--- config.mk ---
export PLATFORM = sky130hd
export DESIGN_NAME = scan_pattern_applier
export DESIGN_NICKNAME = d
export VERILOG_FILES = /design/src/rtl/scan_pattern_applier.sv
export SDC_FILE = /design/constraint.sdc
export NUM_CORES = 1
export LEC_CHECK = 0
export BUFFER_PORTS_ARGS = -buffer_cell sky130_fd_sc_hd__buf_2
export CAP_MARGIN = 20
export CORE_ASPECT_RATIO = 0.7
export CORE_MARGIN = 1
export CORE_UTILIZATION = 50
export DETAILED_ROUTE_END_ITERATION = 6
export PLACE_DENSITY = 0.72
export SYNTH_ARGS = -nofsm -noshare
export SYNTH_HDL_FRONTEND = slang
export SYNTH_SLANG_ARGS = --single-unit
export TNS_END_PERCENT = 1
--- constraint.sdc ---
create_clock -name clk -period 4.22 [get_ports clk]
set_clock_uncertainty 0.15 [all_clocks]
set_input_delay 0.633 -clock clk [delete_from_list [all_inputs] [get_ports clk]]
set_output_delay 0.633 -clock clk [all_outputs]
set_load 0.01 [all_outputs]
--- src/rtl/scan_pattern_applier.sv ---
// scan_pattern_applier: applies stored stimulus/expected pairs to a
// full-scan CUT, captures once, unloads, compares and keeps statistics.
//
// Ports:
//   clk, reset        clock (also clocks the CUT), async active-low reset
//   pat_valid/ready   handshake for one stimulus/expected pair
//   pat_stim/exp/last stimulus, expected response, final-pattern flag
//   clear             in DONE: return to IDLE and zero the statistics
//   scan_en/in/out    CUT scan enable, chain head data, chain tail data
//   busy, done        pattern in flight / set finished
//   any_fail          sticky mismatch flag
//   pass_cnt/fail_cnt saturating pattern counters
//   first_fail_idx    index of the first failing pattern

module scan_pattern_applier #(
  parameter int CHAIN_LEN = 34,
  parameter int CNT_W     = 16
) (
  input  logic                 clk,
  input  logic                 reset,
  input  logic                 pat_valid,
  output logic                 pat_ready,
  input  logic [CHAIN_LEN-1:0] pat_stim,
  input  logic [CHAIN_LEN-1:0] pat_exp,
  input  logic                 pat_last,
  input  logic                 clear,
  output logic                 scan_en,
  output logic                 scan_in,
  input  logic                 scan_out,
  output logic                 busy,
  output logic                 done,
  output logic                 any_fail,
  output logic [CNT_W-1:0]     pass_cnt,
  output logic [CNT_W-1:0]     fail_cnt,
  output logic [CNT_W-1:0]     first_fail_idx
);

  typedef enum logic [2:0] {
    IDLE,
    LOAD,
    CAPTURE,
    UNLOAD,
    COMPARE,
    DONE
  } state_t;

  localparam int BW =
    (CHAIN_LEN > 1) ? $clog2(CHAIN_LEN) : 1;

  localparam logic [BW-1:0] LAST_BIT =
    BW'(CHAIN_LEN - 1);

  localparam logic [CNT_W-1:0] CNT_MAX =
    {CNT_W{1'b1}};

  state_t state;
  state_t nextState;

  logic [BW-1:0]        bitCnt;
  logic [CHAIN_LEN-1:0] stimReg;
  logic [CHAIN_LEN-1:0] expReg;
  logic [CHAIN_LEN-1:0] respReg;
  logic                 lastReg;
  logic                 scanInReg;

  logic [CNT_W-1:0] passCnt;
  logic [CNT_W-1:0] failCnt;
  logic [CNT_W-1:0] firstFailIdx;
  logic [CNT_W-1:0] patIdx;
  logic             anyFail;

  logic accept;
  logic bitWrap;
  logic shifting;
  logic doCompare;
  logic clearHit;
  logic match;

  assign bitWrap   = (bitCnt == LAST_BIT);
  assign shifting  = (state == LOAD) ||
                     (state == UNLOAD);
  assign doCompare = (state == COMPARE);
  assign clearHit  = (state == DONE) && clear;
  assign match     = (respReg == expReg);

  always_ff @(posedge clk or negedge reset) begin
    if (!reset) begin
      state <= IDLE;
    end else begin
      state <= nextState;
    end
  end

  always_comb begin
    nextState = state;
    pat_ready = 1'b0;
    scan_en   = 1'b0;
    busy      = 1'b0;
    done      = 1'b0;
    accept    = 1'b0;
    unique case (state)
      IDLE: begin
        pat_ready = 1'b1;
        if (pat_valid) begin
          accept    = 1'b1;
          nextState = LOAD;
        end
      end
      LOAD: begin
        scan_en = 1'b1;
        busy    = 1'b1;
        if (bitWrap) begin
          nextState = CAPTURE;
        end
      end
      CAPTURE: begin
        busy      = 1'b1;
        nextState = UNLOAD;
      end
      UNLOAD: begin
        scan_en = 1'b1;
        busy    = 1'b1;
        if (bitWrap) begin
          nextState = COMPARE;
        end
      end
      COMPARE: begin
        busy      = 1'b1;
        nextState = lastReg ? DONE : IDLE;
      end
      DONE: begin
        done = 1'b1;
        if (clear) begin
          nextState = IDLE;
        end
      end
      default: begin
        nextState = IDLE;
      end
    endcase
  end

  always_ff @(posedge clk or negedge reset) begin
    if (!reset) begin
      bitCnt <= '0;
    end else if (accept) begin
      bitCnt <= '0;
    end else if (shifting) begin
      if (bitWrap) begin
        bitCnt <= '0;
      end else begin
        bitCnt <= bitCnt + BW'(1);
      end
    end
  end

  // stimReg runs one bit ahead of scan_in so
  // the next bit is always at position 0.
  always_ff @(posedge clk or negedge reset) begin
    if (!reset) begin
      stimReg <= '0;
      expReg  <= '0;
      lastReg <= 1'b0;
    end else if (accept) begin
      stimReg <= pat_stim >> 1;
      expReg  <= pat_exp;
      lastReg <= pat_last;
    end else if (state == LOAD) begin
      stimReg <= stimReg >> 1;
    end
  end

  always_ff @(posedge clk or negedge reset) begin
    if (!reset) begin
      scanInReg <= 1'b0;
    end else if (accept) begin
      scanInReg <= pat_stim[0];
    end else if (state == LOAD && !bitWrap) begin
      scanInReg <= stimReg[0];
    end else begin
      scanInReg <= 1'b0;
    end
  end

  assign scan_in = scanInReg;

  // First unload edge sees chain position 0,
  // which ends up in respReg[0].
  always_ff @(posedge clk or negedge reset) begin
    if (!reset) begin
      respReg <= '0;
    end else if (state == UNLOAD) begin
      respReg <= {scan_out,
                  respReg[CHAIN_LEN-1:1]};
    end
  end

  always_ff @(posedge clk or negedge reset) begin
    if (!reset) begin
      passCnt <= '0;
    end else if (clearHit) begin
      passCnt <= '0;
    end else if (doCompare && match) begin
      if (passCnt != CNT_MAX) begin
        passCnt <= passCnt + CNT_W'(1);
      end
    end
  end

  always_ff @(posedge clk or negedge reset) begin
    if (!reset) begin
      failCnt <= '0;
    end else if (clearHit) begin
      failCnt <= '0;
    end else if (doCompare && !match) begin
      if (failCnt != CNT_MAX) begin
        failCnt <= failCnt + CNT_W'(1);
      end
    end
  end

  // anyFail doubles as the "already seen a
  // failure" marker, so a saturated failCnt
  // cannot re-arm the first-fail capture.
  always_ff @(posedge clk or negedge reset) begin
    if (!reset) begin
      anyFail      <= 1'b0;
      firstFailIdx <= '0;
    end else if (clearHit) begin
      anyFail      <= 1'b0;
      firstFailIdx <= '0;
    end else if (doCompare && !match) begin
      anyFail <= 1'b1;
      if (!anyFail) begin
        firstFailIdx <= patIdx;
      end
    end
  end

  always_ff @(posedge clk or negedge reset) begin
    if (!reset) begin
      patIdx <= '0;
    end else if (clearHit) begin
      patIdx <= '0;
    end else if (doCompare) begin
      if (patIdx != CNT_MAX) begin
        patIdx <= patIdx + CNT_W'(1);
      end
    end
  end

  assign any_fail       = anyFail;
  assign pass_cnt       = passCnt;
  assign fail_cnt       = failCnt;
  assign first_fail_idx = firstFailIdx;

endmodule

==> flow_metrics.tcl, run 1 <==
set metrics [dict create \
    run_status "finished clean" \
    grt-ovfl-total 0 \
    initial_util 0.522 \
    cts_resized 0 \
    pin_count_of_the_biggest_net_entering_global_routing 75 \
    synth.lib_cells_used.distinct 41 \
    finalMaxSlewViolations 0 \
    min_period_over_period 0.699 \
    r2r_start "expReg[30]" \
    grt_antenna_before_repair 0 \
    achievable-frequency_ghz 0.339 \
    i_o_pin_cnt 128 \
    clockRootBuffer "sky130_fd_sc_hd__clkbuf_16" \
    power.switching_fraction 0.356 \
    synth_flop_cell "sky130_fd_sc_hd__dfrtp_1" \
    routabilityCongestion 0.806 \
    die_h_um 109 \
    depth_of_the_cts_h_tree 4 \
    p_int_mw 4.38 \
    reg2reg_slack_ns 1.27 \
    vias_per_cell 5.39 \
    report.final.setup_viol 0 \
    clkLatencyLatePin_ns 0.43 \
    hold_class "primary input to asynchronous set/reset pin" \
    ctsLongestPathBuffers 2 \
    placementRows 38 \
    ys_seq_elements 177 \
    drive_gt1_frac 0.276 \
    p_per_area_mw_per_mm2 704 \
    async_flop_share 1.00 \
    yosys.area.top_type "sky130_fd_sc_hd__dfrtp_1" \
    post-synth-top-area-fraction 0.538 \
    syn_area_per_cell_um2 11.0 \
    global_route_wire_length_before_repair_mm 29.5 \
    crit_path_start_kind "flip-flop" \
    drcViolationCount 0 \
    arrival_ns 3.14 \
    wl_mm 17.9 \
    first_global_vias 5768 \
    cap_viol_max_count 0 \
    floorplan.die.width_um 155 \
    rsz_0062_raised_after_global_routing "no" \
    required_ns 4.41 \
    max_slew_margin 0.377 \
    endpoint_kind "flip-flop" \
    wl_per_cell_um 16.3 \
    cts_post_setup_buffers_inserted 0 \
    sequential_fraction_of_the_synthesis_area 0.538 \
    cts_hold_buffers 0 \
    final_net_count 945 \
    coreArea_mm2 0.0158 \
    netsw_mw 2.43 \
    postSynthCellCount 751 \
    post-dp-hpwl_mm 12.2 \
    post-layout-total-power_mw 6.81 \
    synth.top_cells.by_area "sky130_fd_sc_hd__dfrtp_1 (54%), sky130_fd_sc_hd__mux2_2 (9.4%), sky130_fd_sc_hd__mux2i_1 (6.2%), sky130_fd_sc_hd__nand2_1 (4.1%), sky130_fd_sc_hd__xor2_1 (3.6%)" \
    groute.usage.overall 0.226 \
    die-area_mm2 0.0170 \
    vias 5902 \
    ant_nets 0 \
    tritoncts "built" \
    timing_worst_setup_path_type "flip-flop to flip-flop" \
    mappedNetlistNets 830 \
    drt-initial-drc-count 374 \
    synthToLayoutAreaGrowth_pct 17.4 \
    yosysWarningCount 0 \
    p_seq_frac 0.438 \
    detail_route.first_pass.iterations 5 \
    leakage_nw 4.58 \
    max_slew.worst_pin.slew_ns 0.934 \
    gate_power_share 0.333 \
    sum_of_negative_setup_slack_ns 0 \
    reg2reg_depth 7 \
    vdd_drop_max_uv 349 \
    tritoncts_buffer_count 17 \
    final_hold_viol_count 0 \
    clkSlewWorstSetupHoldPaths_ns 0.07 \
    clock-sinks 177 \
    syn_area_mm2 0.00824 \
    r2r_path_end "first_fail_idx[14]" \
    final_period_minus_worst_setup_slack_ns 2.95 \
    critPathMaxFanout 33 \
    diodes 0 \
    buffers_on_ports 127 \
    share_clk_of_total_power 0.229 \
    number_of_flops_mapped_to_enable_cells_by_yosys 0 \
]
## cells in the mapped netlist (all sizes together), types with 2 or more instances
cell	count
nor4	13
xnor2	17
nand3	22
nand2	89
o211ai	2
mux2i	51
ha	5
inv	21
clkbuf	28
xor2	34
nand2b	2
mux2	69
nor2	30
dfrtp	177
o31ai	20
a21oi	31
and3	11
or4	19
nand4	13
a31oi	2
buf	11
nor3	8
or3	11
and2	4
o21ai	51
## final cells by class
class	instances	area, um^2
repair buffers	135	734
fillers	1338	6110
clock inverters	8	105
flip-flops and latches	177	4430
inverters	21	78.8
clock buffers	21	470
well taps	220	275
multi-input cells	514	3580
## power by group through the flow
stage	Combinational [mW]	Sequential, mW	Clock [mW]
4_1_cts	2.27	2.97	1.59
3_5_place_dp	2.25	2.98	0
2_1_floorplan	1.52	2.94	0
5_1_grt	2.55	3.08	1.66
3_3_place_gp	2.19	2.97	0
6_report	2.27	2.98	1.56
## sequential cells by signal (all words and copies together) (netlist names)
name            flops
bitCnt              6
any_fail            1
stimReg            33
lastReg             1
state               3
pass_cnt           16
fail_cnt           16
patIdx             16
scan_in             1
first_fail_idx     16
respReg            34
expReg             34
## worst max-delay path by stage
stage | slack, ns | end | cells after the start | startpoint
finish | 1.27 | first_fail_idx[14] | 7 | expReg[30]
floorplan | 1.86 | expReg[31] | 7 | state[1]
detailed placement | 1.26 | first_fail_idx[14] | 7 | expReg[24]
global route | 0.97 | first_fail_idx[14] | 7 | expReg[24]
CTS | 1.25 | first_fail_idx[14] | 7 | expReg[10]
global placement | 1.35 | first_fail_idx[12] | 7 | expReg[33]
## cells in the final DEF (no fill, tap or decap), types with 2 or more instances in the layout
cell                         instances
sky130_fd_sc_hd__nor3_1              7
sky130_fd_sc_hd__inv_1              21
sky130_fd_sc_hd__xnor2_1            17
sky130_fd_sc_hd__bufinv_16           2
sky130_fd_sc_hd__o211ai_1            2
sky130_fd_sc_hd__mux2_2             69
sky130_fd_sc_hd__mux2i_1            51
sky130_fd_sc_hd__nor4_1             12
sky130_fd_sc_hd__and3_1             11
sky130_fd_sc_hd__buf_2             126
sky130_fd_sc_hd__buf_4               6
sky130_fd_sc_hd__nand3_1            22
sky130_fd_sc_hd__inv_6               2
sky130_fd_sc_hd__nor2_1             29
sky130_fd_sc_hd__nand4_1            13
sky130_fd_sc_hd__dfrtp_1           177
sky130_fd_sc_hd__xor2_1             34
sky130_fd_sc_hd__nand2b_1            2
sky130_fd_sc_hd__a31oi_1             2
sky130_fd_sc_hd__or3_1              10
sky130_fd_sc_hd__ha_1                5
sky130_fd_sc_hd__clkbuf_16          17
sky130_fd_sc_hd__o21ai_0            51
sky130_fd_sc_hd__or4_1              18
sky130_fd_sc_hd__o31ai_1            20
sky130_fd_sc_hd__and2_1              3
sky130_fd_sc_hd__clkinvlp_4          3
sky130_fd_sc_hd__clkbuf_8            3
sky130_fd_sc_hd__nand2_1            89
sky130_fd_sc_hd__a21oi_1            31
## worst max-delay path, stage by stage, from the launching register on
cell	delay, ns
sky130_fd_sc_hd__dfrtp_1	0.43
sky130_fd_sc_hd__xor2_1	0.18
sky130_fd_sc_hd__nor4_1	0.28
sky130_fd_sc_hd__nand4_1	0.25
sky130_fd_sc_hd__nor3_2	0.16
sky130_fd_sc_hd__buf_4	0.33
sky130_fd_sc_hd__or3_1	0.78
sky130_fd_sc_hd__mux2i_1	0.29
## cells by family after synthesis
family,share of synthesized area
adders and majority gates,0.00760
muxes,0.156
buffers and inverters,0.0296
xor gates and xnor gates,0.0542
DFF,0.538
AOI/OAI and AO/OA,0.0792
and+or+nand+nor,0.135
## routing by layer
metal | track usage | share of wire | up-vias
met5 | 0 | 0 | -
met4 | 0.0658 | 0.0093 | 0
met3 | 0.0430 | 0.044 | 13
met2 | 0.328 | 0.43 | 139
met1 | 0.343 | 0.52 | 2860
li1 | - | - | 2890
## stage by stage
step	hold slack, ns	area (um^2)	cells	util	worst slack, ns
final	0.0368	9670	1096	0.613	1.27
after floorplan	0.187	8240	751	-	1.86
after CTS	0.0520	9640	1095	0.611	1.25
after global routing	0.0682	9670	1096	0.613	0.968
after detailed placement	0.339	9070	1066	0.574	1.26
after global placement	0.324	9070	1066	0.574	1.35
Power figures use the tool's default switching activity.
==> run 2, diff against run 1 <==
==> constraint.sdc (replaced) <==
create_clock -name clk -period 3 [get_ports clk]
set_clock_uncertainty 0.15 [all_clocks]
set_input_delay 0.45 -clock clk [delete_from_list [all_inputs] [get_ports clk]]
set_output_delay 0.45 -clock clk [all_outputs]
set_load 0.01 [all_outputs]
==> flow_metrics.tcl, run 2 (synthesis gave the netlist of run 1 again) <==
set metrics [dict create \
    run_status "finished clean" \
    timing_worst_setup_path_type "flip-flop to flip-flop" \
    max_slew_margin 0.546 \
    drt-initial-drc-count 318 \
    achievable-frequency_ghz 0.369 \
    netsw_mw 3.50 \
    grt-ovfl-total 0 \
    die-area_mm2 0.0170 \
    largest_registers "expReg x34, respReg x34, stimReg x33" \
    finalMaxSlewViolations 0 \
    vdd_drop_max_uv 486 \
    clkSlewWorstSetupHoldPaths_ns 0.07 \
    synthToLayoutAreaGrowth_pct 18.5 \
    p_int_mw 6.08 \
    core_occupancy_in_the_finished_layout 0.618 \
    reg2reg_slack_ns 0.29 \
    detail_route.first_pass.iterations 5 \
    hold_class "primary input to flip-flop" \
    i_o_pin_cnt 128 \
    cap_viol_max_count 0 \
    vias_per_cell 5.39 \
    global_route_wire_length_before_repair_mm 29.6 \
    crit_path_start_kind "flip-flop" \
    tritoncts_buffer_count 17 \
    pin_count_of_the_biggest_net_entering_global_routing 66 \
    vias 5967 \
    arrival_ns 2.92 \
    p_seq_frac 0.434 \
    die_h_um 109 \
    groute.usage.overall 0.226 \
    final.fill_count 1332 \
    gate_power_share 0.335 \
    critPathMaxFanout 25 \
    most_frequent_standard_cell_in_the_layout_excluding_fill_and_tap_cells "sky130_fd_sc_hd__dfrtp_1" \
    wl_mm 17.7 \
    clkLatencyLatePin_ns 0.44 \
    min_period_over_period 0.904 \
    diodes 0 \
    initial_util 0.522 \
    clockRootBuffer "sky130_fd_sc_hd__clkbuf_16" \
    hold_path_startpoint "pat_stim[19]" \
    multi_input_comb_area_mm2 0.00358 \
    finalNonFillerCells 1107 \
    buffers_on_ports 127 \
    final_net_count 953 \
    final_period_minus_worst_setup_slack_ns 2.71 \
    layout.cells.most_common_list "sky130_fd_sc_hd__dfrtp_1 (177), sky130_fd_sc_hd__buf_2 (126), sky130_fd_sc_hd__nand2_1 (89)" \
    r2r_start "expReg[33]" \
    place_ws_ns 0.338 \
    cts_post_setup_buffers_inserted 0 \
    first_global_vias 5760 \
    post-dp-hpwl_mm 12.4 \
    max_slew.worst_pin.slew_ns 0.674 \
    coreArea_mm2 0.0158 \
    floorplan.die.width_um 155 \
    leakage_nw 4.63 \
    post-layout-total-power_mw 9.58 \
    endpoint_kind "flip-flop" \
    required_ns 3.21 \
    placementRows 38 \
    share_clk_of_total_power 0.230 \
    worst_slack_ns 0.287 \
    placed_cells 1074 \
    r2r_path_end "pass_cnt[8]" \
    wl_per_cell_um 16.0 \
    drive_gt1_frac 0.285 \
    cts_resized 0 \
    depth_of_the_cts_h_tree 4 \
    drcViolationCount 0 \
    report.final.setup_viol 0 \
    cts_hold_buffers 1 \
    ctsLongestPathBuffers 2 \
    tritoncts "built" \
    min_path_cells 3 \
    grt_antenna_before_repair 0 \
    worstHoldEndpoint "stimReg[18]" \
    clock-sinks 177 \
    sum_of_negative_setup_slack_ns 0 \
    reg2reg_depth 6 \
    p_per_area_mw_per_mm2 982 \
    rsz_0062_raised_after_global_routing "no" \
    power.switching_fraction 0.365 \
    layout.area.seq_mm2 0.00443 \
    routabilityCongestion 0.826 \
    ant_nets 0 \
    final_hold_viol_count 0 \
]
-- run 2: changes by cell type in the layout (fill, tap and decap cells not counted) --
cell,previous run,this run
sky130_fd_sc_hd__bufinv_16,2,1
sky130_fd_sc_hd__inv_8,0,3
sky130_fd_sc_hd__clkbuf_1,1,0
sky130_fd_sc_hd__clkbuf_8,3,1
sky130_fd_sc_hd__dlygate4sd3_1,0,1
sky130_fd_sc_hd__buf_4,6,11
sky130_fd_sc_hd__buf_16,1,0
sky130_fd_sc_hd__buf_12,1,4
sky130_fd_sc_hd__inv_6,2,6
-- run 2: layout make-up --
| class | instances | area share |
|---|---|---|
| clock buffers | 18 | 0.0450 |
| well taps | 220 | 0.0282 |
| multi-input cells | 514 | 0.367 |
| inverters | 21 | 0.00808 |
| clock inverters | 14 | 0.0147 |
| flip-flops and latches | 177 | 0.454 |
| repair buffers | 143 | 0.0835 |
-- run 2: layer usage --
layer / GRT usage / share of wire / vias up
li1: - / - / 2912
met1: 0.338 / 0.52 / 2909
met2: 0.324 / 0.43 / 131
met3: 0.0568 / 0.047 / 15
met4: 0.0651 / 0.011 / 0
met5: 0 / 0 / -
-- run 2: stage by stage --
step | hold WS [ns] | area, um^2
after floorplan | 0.00441 | 8240
after global placement | 0.324 | 9170
after detailed placement | 0.334 | 9170
after CTS | 0.0568 | 9760
after global routing | 0.0570 | 9760
final | 0.0687 | 9760
-- run 2: power by group through the flow --
stage / Sequential (mW) / Combinational, mW / Clock [mW]
6_report: 4.16 / 3.21 / 2.21
5_1_grt: 4.31 / 3.62 / 2.36
4_1_cts: 4.15 / 3.25 / 2.25
3_5_place_dp: 4.18 / 3.23 / 0
3_3_place_gp: 4.15 / 3.16 / 0
2_1_floorplan: 4.14 / 2.14 / 0
-- run 2: critical path, cell delays in order (launching register included) --
cell                      delay, ns
sky130_fd_sc_hd__dfrtp_1       0.40
sky130_fd_sc_hd__xor2_1        0.17
sky130_fd_sc_hd__nor4_1        0.34
sky130_fd_sc_hd__nand3_1       0.20
sky130_fd_sc_hd__or4_4         0.65
sky130_fd_sc_hd__or4_1         0.55
sky130_fd_sc_hd__a21oi_1       0.16
-- run 2: how the worst max path moves through the flow --
stage	start	endpoint	slack [ns]	cells past startpoint
2_1_floorplan	state[1]	expReg[31]	0.64	7
3_3_place_gp	respReg[23]	pass_cnt[8]	0.38	6
3_5_place_dp	expReg[10]	pass_cnt[8]	0.34	6
4_1_cts	expReg[10]	pass_cnt[8]	0.30	6
5_1_grt	expReg[15]	pass_cnt[8]	0.19	6
6_report	expReg[33]	pass_cnt[8]	0.29	6
